[config.mk]
export PLATFORM = sky130hd
export DESIGN_NAME = qspi_target_flat
export DESIGN_NICKNAME = d
export VERILOG_FILES = /design/src/rtl/qspi_target_if.sv /design/src/rtl/qspi_target.sv /design/src/flat_wrapper.sv
export SDC_FILE = /design/constraint.sdc
export NUM_CORES = 1
export LEC_CHECK = 0
export ABC_AREA = 1
export BUFFER_PORTS_ARGS = -buffer_cell sky130_fd_sc_hd__buf_2
export CAP_MARGIN = 40
export CORE_MARGIN = 3
export CORE_UTILIZATION = 54
export CTS_CLUSTER_SIZE = 25
export DETAILED_ROUTE_END_ITERATION = 12
export PLACE_DENSITY = 0.78
export REMOVE_ABC_BUFFERS = 1
export SETUP_SLACK_MARGIN = 0.05
export SLEW_MARGIN = 20
export SYNTH_ARGS = -nofsm -noshare
export SYNTH_HDL_FRONTEND = slang
export SYNTH_SLANG_ARGS = --single-unit
[constraint.sdc]
create_clock -name clk_i -period 4.95 [get_ports clk_i]
set_input_delay 0.99 -clock clk_i [delete_from_list [all_inputs] [get_ports clk_i]]
set_output_delay 0.99 -clock clk_i [all_outputs]
set_load 0.05 [all_outputs]
[src/rtl/qspi_target_if.sv]
// QSPI pin bundle plus byte-wide memory port seen by the flash-emulating target.
// The slave modport is the target's view; master is the controller/memory side.
interface qspi_target_if #(
  parameter int ADDR_W = 16
);
  logic              qspi_sclk_i;
  logic              qspi_cs_ni;
  logic [3:0]        qspi_data_i;
  logic [3:0]        qspi_data_o;
  logic [3:0]        qspi_data_oen;
  logic [ADDR_W-1:0] mem_addr_o;
  logic              mem_rd_o;
  logic [7:0]        mem_rdata_i;
  logic              mem_wr_o;
  logic [7:0]        mem_wdata_o;
  logic              cmd_error_o;

  modport slave (
    input  qspi_sclk_i, qspi_cs_ni, qspi_data_i, mem_rdata_i,
    output qspi_data_o, qspi_data_oen, mem_addr_o, mem_rd_o,
           mem_wr_o, mem_wdata_o, cmd_error_o
  );

  modport master (
    output qspi_sclk_i, qspi_cs_ni, qspi_data_i, mem_rdata_i,
    input  qspi_data_o, qspi_data_oen, mem_addr_o, mem_rd_o,
           mem_wr_o, mem_wdata_o, cmd_error_o
  );
endinterface

[src/rtl/qspi_target.sv]
// Mode-0 QSPI flash responder: oversamples the pins on clk_i and serves
// READ (03), QUAD OUTPUT READ (6B), PAGE PROGRAM (02) and READ STATUS (05)
// from a byte-wide memory port.
//
// state  | meaning
// IDLE   | waiting for cs_n to fall
// CMD    | shifting 8 opcode bits from IO0
// ADDR   | shifting 24 address bits from IO0
// DUMMY  | counting dummy clocks before quad data
// RDATA  | streaming memory bytes out (IO1 or IO[3:0])
// WDATA  | collecting bytes from IO0 and writing them
// STATUS | repeating STATUS_VAL on IO1
// IGNORE | unsupported opcode, wait for cs_n high
module qspi_target #(
  parameter int          ADDR_W     = 16,
  parameter int          DUMMY_CYC  = 8,
  parameter logic [7:0]  STATUS_VAL = 8'h00
) (
  input logic           clk_i,
  input logic           reset_i,
  qspi_target_if.slave  bus
);

  typedef enum logic [2:0] {IDLE, CMD, ADDR, DUMMY, RDATA, WDATA, STATUS, IGNORE} state_t;

  localparam logic [7:0] OP_RD   = 8'h03;
  localparam logic [7:0] OP_QRD  = 8'h6B;
  localparam logic [7:0] OP_PP   = 8'h02;
  localparam logic [7:0] OP_RDSR = 8'h05;
  localparam logic [7:0] DUMMY_LAST = 8'(DUMMY_CYC - 1);

  state_t            state_q, state_d;
  logic [1:0]        sclk_s_q, cs_s_q, d0_s_q;
  logic              sclk_prev_q, cs_prev_q;
  logic [7:0]        op_q, cnt_q, sh_q, pf_q, wdata_q;
  logic [ADDR_W-1:0] addr_q;
  logic [3:0]        data_q, oen_q, oen_d;
  logic              rd_q, rd_pend_q, wr_q, err_q;

  logic       sclk_s, cs_s, d0, rise, fall, cs_rise, cs_fall, quad;
  logic [7:0] op_shift, src;

  // Only IO0 is ever sampled as an input, so only that bit is synchronized.
  assign sclk_s   = sclk_s_q[1];
  assign cs_s     = cs_s_q[1];
  assign d0       = d0_s_q[1];
  assign rise     = sclk_s & ~sclk_prev_q & ~cs_s;
  assign fall     = ~sclk_s & sclk_prev_q & ~cs_s;
  assign cs_fall  = ~cs_s & cs_prev_q;
  assign cs_rise  = cs_s & ~cs_prev_q;
  assign op_shift = {op_q[6:0], d0};
  assign quad     = (op_q == OP_QRD);
  assign src      = (state_q == STATUS) ? STATUS_VAL : pf_q;

  assign bus.qspi_data_o   = data_q;
  assign bus.qspi_data_oen = oen_q;
  assign bus.mem_addr_o    = addr_q;
  assign bus.mem_rd_o      = rd_q;
  assign bus.mem_wr_o      = wr_q;
  assign bus.mem_wdata_o   = wdata_q;
  assign bus.cmd_error_o   = err_q;

  // Two-flop synchronizers plus a delayed copy for edge detection.
  always_ff @(posedge clk_i) begin
    if (reset_i) begin
      sclk_s_q    <= 2'b00;
      cs_s_q      <= 2'b11;
      d0_s_q      <= 2'b00;
      sclk_prev_q <= 1'b0;
      cs_prev_q   <= 1'b1;
    end else begin
      sclk_s_q    <= {sclk_s_q[0], bus.qspi_sclk_i};
      cs_s_q      <= {cs_s_q[0], bus.qspi_cs_ni};
      d0_s_q      <= {d0_s_q[0], bus.qspi_data_i[0]};
      sclk_prev_q <= sclk_s;
      cs_prev_q   <= cs_s;
    end
  end

  // State register.
  always_ff @(posedge clk_i) begin
    if (reset_i) state_q <= IDLE;
    else         state_q <= state_d;
  end

  // Next-state decode and output-enable for the state being entered.
  always_comb begin
    state_d = state_q;
    oen_d   = 4'hF;
    if (cs_rise) begin
      state_d = IDLE;
    end else begin
      case (state_q)
        IDLE:  if (cs_fall) state_d = CMD;
        CMD:   if (rise && cnt_q == 8'd7) begin
                 if (op_shift == OP_RD || op_shift == OP_QRD || op_shift == OP_PP) state_d = ADDR;
                 else if (op_shift == OP_RDSR) state_d = STATUS;
                 else state_d = IGNORE;
               end
        ADDR:  if (rise && cnt_q == 8'd23) begin
                 if (op_q == OP_PP) state_d = WDATA;
                 else if (quad && DUMMY_CYC != 0) state_d = DUMMY;
                 else state_d = RDATA;
               end
        DUMMY: if (rise && cnt_q == DUMMY_LAST) state_d = RDATA;
        default: ;
      endcase
    end
    case (state_d)
      RDATA:   oen_d = quad ? 4'b0000 : 4'b1101;
      STATUS:  oen_d = 4'b1101;
      default: oen_d = 4'hF;
    endcase
  end

  // Shift registers, bit counter, address counter and memory strobes.
  always_ff @(posedge clk_i) begin
    if (reset_i) begin
      op_q      <= '0;
      cnt_q     <= '0;
      sh_q      <= '0;
      pf_q      <= '0;
      wdata_q   <= '0;
      addr_q    <= '0;
      data_q    <= '0;
      oen_q     <= 4'hF;
      rd_q      <= 1'b0;
      rd_pend_q <= 1'b0;
      wr_q      <= 1'b0;
      err_q     <= 1'b0;
    end else begin
      rd_q      <= 1'b0;
      wr_q      <= 1'b0;
      err_q     <= 1'b0;
      rd_pend_q <= rd_q;
      oen_q     <= oen_d;
      if (wr_q) addr_q <= addr_q + ADDR_W'(1);
      // Prefetch return: only kept while the read phase continues.
      if (rd_pend_q && state_d == RDATA) begin
        pf_q   <= bus.mem_rdata_i;
        addr_q <= addr_q + ADDR_W'(1);
      end
      case (state_q)
        CMD: if (rise) begin
          op_q  <= op_shift;
          cnt_q <= cnt_q + 8'd1;
          if (cnt_q == 8'd7 && state_d == IGNORE) err_q <= 1'b1;
        end
        ADDR: if (rise) begin
          addr_q <= {addr_q[ADDR_W-2:0], d0};
          cnt_q  <= cnt_q + 8'd1;
        end
        DUMMY: if (rise) cnt_q <= cnt_q + 8'd1;
        WDATA: if (rise) begin
          sh_q  <= {sh_q[6:0], d0};
          cnt_q <= {5'd0, cnt_q[2:0] + 3'd1};
          if (cnt_q[2:0] == 3'd7) begin
            wr_q    <= 1'b1;
            wdata_q <= {sh_q[6:0], d0};
          end
        end
        RDATA, STATUS: if (fall) begin
          // A byte boundary loads the next byte and, for reads, starts the next prefetch.
          if (quad && state_q == RDATA) begin
            if (!cnt_q[0]) begin
              data_q <= src[7:4];
              sh_q   <= {src[3:0], 4'h0};
              rd_q   <= 1'b1;
            end else begin
              data_q <= sh_q[7:4];
            end
            cnt_q <= {7'd0, ~cnt_q[0]};
          end else begin
            if (cnt_q[2:0] == 3'd0) begin
              data_q <= {2'b00, src[7], 1'b0};
              sh_q   <= {src[6:0], 1'b0};
              if (state_q == RDATA) rd_q <= 1'b1;
            end else begin
              data_q <= {2'b00, sh_q[7], 1'b0};
              sh_q   <= {sh_q[6:0], 1'b0};
            end
            cnt_q <= {5'd0, cnt_q[2:0] + 3'd1};
          end
        end
        default: ;
      endcase
      if (state_d != state_q) begin
        cnt_q <= '0;
        if (state_d == RDATA) rd_q <= 1'b1;
      end
    end
  end

endmodule

[src/flat_wrapper.sv]
// flat-port wrapper written by rule: the top's interface ports become plain ports
module qspi_target_flat 
#(
  parameter int          ADDR_W     = 16,
  parameter int          DUMMY_CYC  = 8,
  parameter logic [7:0]  STATUS_VAL = 8'h00
)
  (clk_i, reset_i, bus_qspi_sclk_i, bus_qspi_cs_ni, bus_qspi_data_i, bus_mem_rdata_i, bus_qspi_data_o, bus_qspi_data_oen, bus_mem_addr_o, bus_mem_rd_o, bus_mem_wr_o, bus_mem_wdata_o, bus_cmd_error_o);
  qspi_target_if #(.ADDR_W(ADDR_W)) bus_i ();
  input logic clk_i;
  input logic reset_i;
  input wire logic [$bits(bus_i.qspi_sclk_i)-1:0] bus_qspi_sclk_i;
  input wire logic [$bits(bus_i.qspi_cs_ni)-1:0] bus_qspi_cs_ni;
  input wire logic [$bits(bus_i.qspi_data_i)-1:0] bus_qspi_data_i;
  input wire logic [$bits(bus_i.mem_rdata_i)-1:0] bus_mem_rdata_i;
  output wire logic [$bits(bus_i.qspi_data_o)-1:0] bus_qspi_data_o;
  output wire logic [$bits(bus_i.qspi_data_oen)-1:0] bus_qspi_data_oen;
  output wire logic [$bits(bus_i.mem_addr_o)-1:0] bus_mem_addr_o;
  output wire logic [$bits(bus_i.mem_rd_o)-1:0] bus_mem_rd_o;
  output wire logic [$bits(bus_i.mem_wr_o)-1:0] bus_mem_wr_o;
  output wire logic [$bits(bus_i.mem_wdata_o)-1:0] bus_mem_wdata_o;
  output wire logic [$bits(bus_i.cmd_error_o)-1:0] bus_cmd_error_o;
  assign bus_i.qspi_sclk_i = bus_qspi_sclk_i;
  assign bus_i.qspi_cs_ni = bus_qspi_cs_ni;
  assign bus_i.qspi_data_i = bus_qspi_data_i;
  assign bus_i.mem_rdata_i = bus_mem_rdata_i;
  assign bus_qspi_data_o = bus_i.qspi_data_o;
  assign bus_qspi_data_oen = bus_i.qspi_data_oen;
  assign bus_mem_addr_o = bus_i.mem_addr_o;
  assign bus_mem_rd_o = bus_i.mem_rd_o;
  assign bus_mem_wr_o = bus_i.mem_wr_o;
  assign bus_mem_wdata_o = bus_i.mem_wdata_o;
  assign bus_cmd_error_o = bus_i.cmd_error_o;
  qspi_target #(.ADDR_W(ADDR_W), .DUMMY_CYC(DUMMY_CYC), .STATUS_VAL(STATUS_VAL)) u_core (.clk_i(clk_i), .reset_i(reset_i), .bus(bus_i));
endmodule
## After elaboration in Yosys (flattened, before gate mapping)

Cells that the tools add are included.

| storage, ports and cells | value |
|---|---|
| bits of input ports | 16 |
| bits in registers | 79 |
| word-level logic and storage cells | 120 |
| bits in latches | 0 |
| bits in writable memories | 0 |
| memories | 0 |
| ROM bits | 0 |
| output and inout port bits | 35 |

| operators by class | value |
|---|---|
| muxes and demuxes | 41 |
| divide/modulo/power cells | 0 |
| add/subtract/negate cells | 3 |
| eq/ne operators | 23 |
| reduce and logical (&&, ||, !) cells | 21 |
| multipliers | 0 |
| bitwise logic cells | 14 |
| shifts and indexed selects | 0 |
| magnitude comparators | 0 |

Operator list:

| operator | number |
|---|---|
| $mux 8 | 9 |
| $mux 16 | 4 |
| $mux 3 | 9 |
| $eq 8x2->1 const B | 3 |
| $pmux 8 s3 | 1 |
| $eq 3x3->1 const B | 7 |
| $add 16x1->16 const B | 1 |
| $eq 8x3->1 const B | 2 |
| $eq 8x7->1 const B | 2 |
| $pmux 8 s2 | 1 |
| $mux 4 | 3 |
| $pmux 3 s4 | 1 |
| $mux 1 | 11 |
| $reduce_or 3->1 | 3 |
| $add 8x1->8 const B | 1 |
| $eq 8x5->1 const B | 1 |
| $not 1->1 | 8 |
| $pmux 4 s2 | 1 |
| $reduce_and 4->1 | 2 |
| $and 1x1->1 | 6 |
| $eq 3x2->1 const B | 2 |
| $logic_not 3->1 | 2 |
| $ne 2x1->1 const B | 3 |
| $logic_and 1x1->1 | 5 |
| other kinds (11) | 14 |

## Depth between registers and ports, before layout

| logic depth | value |
|---|---|
| depth after elaboration | 12 |
| mapped depth | 16 |

## Least setup slack after synthesis

OpenSTA, ideal clock, no wires.

| path | value |
|---|---|
| kind | register to register |
| start point | reg u_core.addr_q[0] (netlist: u_core.bus.mem_addr_o[0]) |
| end point | reg u_core.addr_q[14] (netlist: u_core.bus.mem_addr_o[14]) |
| data required time | 4.841 ns |
| path buffers | 0 |
| arrival time | 2.020 ns |
| cell stages (with the launch flop) | 14 |
| setup time | 0.109 ns |
| setup slack | 2.821 ns |
| cells stage by stage | dfxtp_1 > ha_1 > nand3_1 > nor2_1 > nand4_1 > nor2_1 > nand2_1 > xor2_1 > nand2_1 > nand2_1 > nand2_1 > nand3_1 > nand2_1 > inv_1 |

| on the way | value |
|---|---|
| word-level cells in the longest chain between the ends | 5 |

RTL lines:

| item | RTL line | RTL |
|---|---|---|
| from (decl) | qspi_target.sv:36 | `logic [ADDR_W-1:0] addr_q;` |
| from (signal assigned) | qspi_target.sv:137 | `if (wr_q) addr_q <= addr_q + ADDR_W'(1);` |
| from (signal assigned) | qspi_target.sv:141 | `addr_q <= addr_q + ADDR_W'(1);` |
| from (signal assigned) | qspi_target.sv:150 | `addr_q <= {addr_q[ADDR_W-2:0], d0};` |
| $add 16x1->16 * | qspi_target.sv:137, qspi_target.sv:141 |  |
| $mux 16 | qspi_target.sv:137 |  |
| $mux 16 * | qspi_target.sv:139 | `if (rd_pend_q && state_d == RDATA) begin` |
| $mux 16 | qspi_target.sv:149 | `ADDR: if (rise) begin` |
| $mux 16 * | qspi_target.sv:143 | `case (state_q)` |

Mark *: on every way between the ends. The rest lies on a longest branch, timed or not.
A chain may end at the register's enable or synchronous reset.

## Worst setup path in the final report

| path | value |
|---|---|
| start point | reg u_core.cnt_q[0] |
| end point | reg u_core.addr_q[14] (netlist: u_core.bus.mem_addr_o[14]) |

| on the way | value |
|---|---|
| word-level cells in the longest chain between the ends | 10 |
| elaborated cells on any way between the ends | 14 |
| classes of those cells | eq/ne (3); mux (8); reduce/logical (3) |

RTL lines:

| item | RTL line | RTL |
|---|---|---|
| from (decl) | qspi_target.sv:35 | `logic [7:0] op_q, cnt_q, sh_q, pf_q, wdata_q;` |
| from (signal assigned) | qspi_target.sv:146 | `cnt_q <= cnt_q + 8'd1;` |
| from (signal assigned) | qspi_target.sv:151 | `cnt_q <= cnt_q + 8'd1;` |
| from (signal assigned) | qspi_target.sv:153 | `DUMMY: if (rise) cnt_q <= cnt_q + 8'd1;` |
| $eq 8x3->1 or $eq 8x5->1 (tied branches) | qspi_target.sv:95, qspi_target.sv:105, qspi_target.sv:100 |  |
| $logic_and 1x1->1, on equally long branches | qspi_target.sv:95, qspi_target.sv:105, qspi_target.sv:100 |  |
| $mux 3, on equally long branches | qspi_target.sv:105, qspi_target.sv:95, qspi_target.sv:100 |  |
| $pmux 3 s4 * | qspi_target.sv:93 | `case (state_q)` |
| $mux 3 * | qspi_target.sv:90 | `if (cs_rise) begin` |
| $eq 3x3->1 * | qspi_target.sv:139 |  |
| $logic_and 1x1->1 * | qspi_target.sv:139 |  |
| $mux 16 * | qspi_target.sv:139 |  |
| $mux 16 | qspi_target.sv:149 |  |
| $mux 16 * | qspi_target.sv:143 |  |

Marked as above.

==> results_dict.tcl <==
set metrics [dict create \
    wirelength_mm 9.74 \
    synth.distinct_cells 37 \
    r2r_end "u_core.bus.mem_addr_o[14]$_SDFF_PP0_" \
    switching_power_uw 271 \
    yosysSeqAreaShare_pct 36.1 \
    synth_seq_cells 77 \
    instances_no_fill 762 \
    dieArea_um2 9010 \
    nets 678 \
    cts_tree "yes" \
    dp_slack_ns 2.17 \
    clock_path_buffers 2 \
    nFillCells 693 \
    startpoint "u_core.cnt_q[0]$_SDFFE_PP0P_" \
    ys.warnings.count 0 \
    clk_latency_ns 0.36 \
    fp.dieW_um 94.9 \
    start_util_pct 57.4 \
    area_growth_pct 10.7 \
    seqCellArea_um2 1540 \
    final.setup.worst_slack_ns 2.26 \
    final_cell_mix "nand2_1 (138), dfxtp_1 (77), inv_1 (69)" \
    hold_buffers 0 \
    power.internal_uw 883 \
    multi_input_area_um2 2280 \
    pwr-share-seq_pct 54.1 \
    worstHoldStart "u_core.sclk_s_q[0]$_SDFF_PP0_" \
    grt_pass1_wl_mm 16.4 \
    worst-slew-pin-transition_ns 0.669 \
    path_class "reg2reg" \
    maxCapViolCount 0 \
    antenna_found_initial 0 \
    setup_violations 0 \
    comb_power_share_pct 3.8 \
    powerDensity_nw_per_um2 244 \
    cp-start-kind "register" \
    drc 0 \
    pin_count 51 \
    h-tree-depth 3 \
    r2r_setup_slack_ns 2.26 \
    synth_cells 623 \
    min_path_type "reg2reg" \
    status "completed" \
    num_vias 4117 \
    via_per_inst 5.40 \
    end_kind "register" \
    numCtsBuffers 9 \
    p_leak_nw 2.06 \
    synth_area_per_cell_um2 6.86 \
    slew_headroom_pct 55.2 \
    place_congestion 0.941 \
    whs_ns 0.406 \
    hold_viol_final 0 \
    period_needed_ns 2.69 \
    wl_per_cell_um 12.8 \
    finalMaxSlewViolations 0 \
    path_clk_slew_ns 0.08 \
    grtUsageTotal_pct 22.7 \
    clock_skew_ns 0.0120 \
    first_global_vias 3684 \
    grt_overflow 0 \
    swShare_pct 23.5 \
    syn_area_um2 4270 \
    cts_setup_buffers 0 \
    root_buffer "clkbuf_8" \
    clockPowerShare_pct 42.1 \
    firstDrtPassIters 4 \
    min_period_over_period_pct 54.4 \
    tns_ns 0 \
    diodes 0 \
    cts_sinks 77 \
    whs_endpoint "u_core.sclk_s_q[1]$_SDFF_PP0_" \
    arrival_ns 2.96 \
    timing.rr.start "u_core.cnt_q[0]$_SDFFE_PP0P_" \
    ir_worst_vdd_v 0.000116 \
    io_buffers 47 \
    dpl.hpwl_mm 6.83 \
    final_common_cell "nand2_1" \
    ant_nets 0 \
    rows 31 \
    dp.cells 745 \
    worst_hold_path.num_cells 2 \
    cts_resized 0 \
    cp.required_ns 5.22 \
    dieHeight_um 94.9 \
    final_layout_size_suffix_gt1_share_pct 16.1 \
    grt_start_max_net_pins 48 \
    crit_fanout 24 \
    coreArea_um2 7450 \
    reg2regPathDepth 14 \
    drtIter0Drc 276 \
    rsz0062_at_grt "no" \
    max_freq_mhz 371 \
    power.total_mw 1.15 \
]
cell usage after synthesis:
library cell / n / share of area, %
o21ai_2: 1 / 0.21
nand3_4: 3 / 1.2
inv_2: 8 / 0.70
nand2_4: 1 / 0.26
nand3_2: 1 / 0.23
inv_4: 1 / 0.15
ha_1: 4 / 1.2
nor2_1: 63 / 5.5
nand3_1: 49 / 5.7
xnor2_1: 1 / 0.21
or2_2: 2 / 0.29
o21ai_4: 1 / 0.38
clkinv_1: 1 / 0.088
nor3_2: 5 / 1.2
nand2_2: 7 / 1.0
nand4_1: 23 / 3.4
nor4_1: 1 / 0.15
xor2_1: 17 / 3.5
nor2_2: 3 / 0.44
a31oi_1: 6 / 0.88
nand3b_4: 1 / 0.47
o21ai_0: 46 / 5.4
a211oi_1: 1 / 0.18
buf_2: 4 / 0.47
and2_1: 1 / 0.15
a211oi_2: 3 / 0.88
a21oi_1: 45 / 5.3
nor2_4: 4 / 1.1
buf_4: 3 / 0.53
nand2_1: 138 / 12
buf_6: 5 / 1.3
nor3_1: 7 / 0.82
dfxtp_1: 77 / 36
inv_1: 69 / 6.1
clkbuf_1: 14 / 1.2
a21oi_2: 1 / 0.21
o211ai_1: 6 / 1.1
layer usage:
layer  vias to the layer above  global-route usage, %  wire length, µm
li1                       2105                      -                -
met1                      1856                   29.3             4410
met2                       131                   36.3             4560
met3                        25                   4.54              532
met4                         0                   10.5              241
met5                         -                      0                0
worst max-delay path, stage by stage, from the launching register on:
cell and delay [ns]:
dfxtp_1 0.48, ha_1 0.25, nand3_1 0.17, nor2_4 0.20, nand2_1 0.09, nor2_1 0.09
nand2_1 0.06, nand2_1 0.07, nand2_2 0.10, nand2_2 0.39, nand3_4 0.33, nand2_1 0.15
nand3_1 0.08, nand2_1 0.11, inv_1 0.04
cells by family (layout without fill, tap and decap cells):
group,after synthesis,after routing,share of synthesized area [%]
DFF,77,77,36.1
buffers and inverters,105,145,10.5
and+or+nand+nor,309,309,34.1
xor gates and xnor gates,18,18,3.69
adders and majority gates,4,4,1.17
AOI/OAI and AO/OA,110,110,14.4
through the flow:
step	instance area, µm²	utilization [%]
6_report	4730	63.5
3_3_place_gp	4490	60.2
4_1_cts	4700	63.1
2_1_floorplan	4120	-
5_1_grt	4730	63.5
3_5_place_dp	4500	60.5
cell type report:
class	instances	share of cell area (%)
Multi-Input combinational cell	441	48.2
Sequential cell	77	32.6
Inverter	79	6.32
Timing Repair Buffer	50	6.03
Clock buffer	11	2.99
Tap cell	99	2.62
Clock inverter	5	1.24
registers in the layout (all words and copies together), names as in the netlist:
signal and cells:
u_core.cs_s_q 2, u_core.bus.mem_wdata_o 8, u_core.cnt_q 8, u_core.sh_q 8
u_core.state_q 3, u_core.bus.qspi_data_oen 2, u_core.op_q 8, u_core.bus.mem_wr_o 1
u_core.pf_q 8, u_core.cs_prev_q 1, u_core.bus.qspi_data_o 4, u_core.bus.mem_addr_o 16
u_core.d0_s_q 2, u_core.sclk_s_q 2, u_core.bus.cmd_error_o 1, u_core.sclk_prev_q 1
u_core.rd_pend_q 1, u_core.bus.mem_rd_o 1
power groups by stage:
stage / logic (mW) / registers, mW / clock network, mW
final: 0.0437 / 0.624 / 0.486
after global routing: 0.0476 / 0.625 / 0.519
after CTS: 0.0406 / 0.624 / 0.491
after detailed placement: 0.0402 / 0.639 / 0
after global placement: 0.0398 / 0.639 / 0
after floorplan: 0.0234 / 0.638 / 0
worst max path at each step:
| stage | endpoint | slack (ns) | depth (start not counted) |
|---|---|---|---|
| detailed placement | u_core.cnt_q[0]$_SDFFE_PP0P_ | 2.17 | 4 |
| floorplan | bus_qspi_data_oen[0] | 2.73 | 0 |
| global route | u_core.bus.mem_addr_o[4]$_SDFF_PP0_ | 1.98 | 14 |
| global placement | u_core.cnt_q[7]$_SDFFE_PP0P_ | 2.19 | 4 |
| CTS | u_core.bus.mem_addr_o[4]$_SDFF_PP0_ | 2.29 | 14 |
| finish | u_core.bus.mem_addr_o[14]$_SDFF_PP0_ | 2.26 | 14 |
Note: power is estimated with default switching activity, not from simulation.
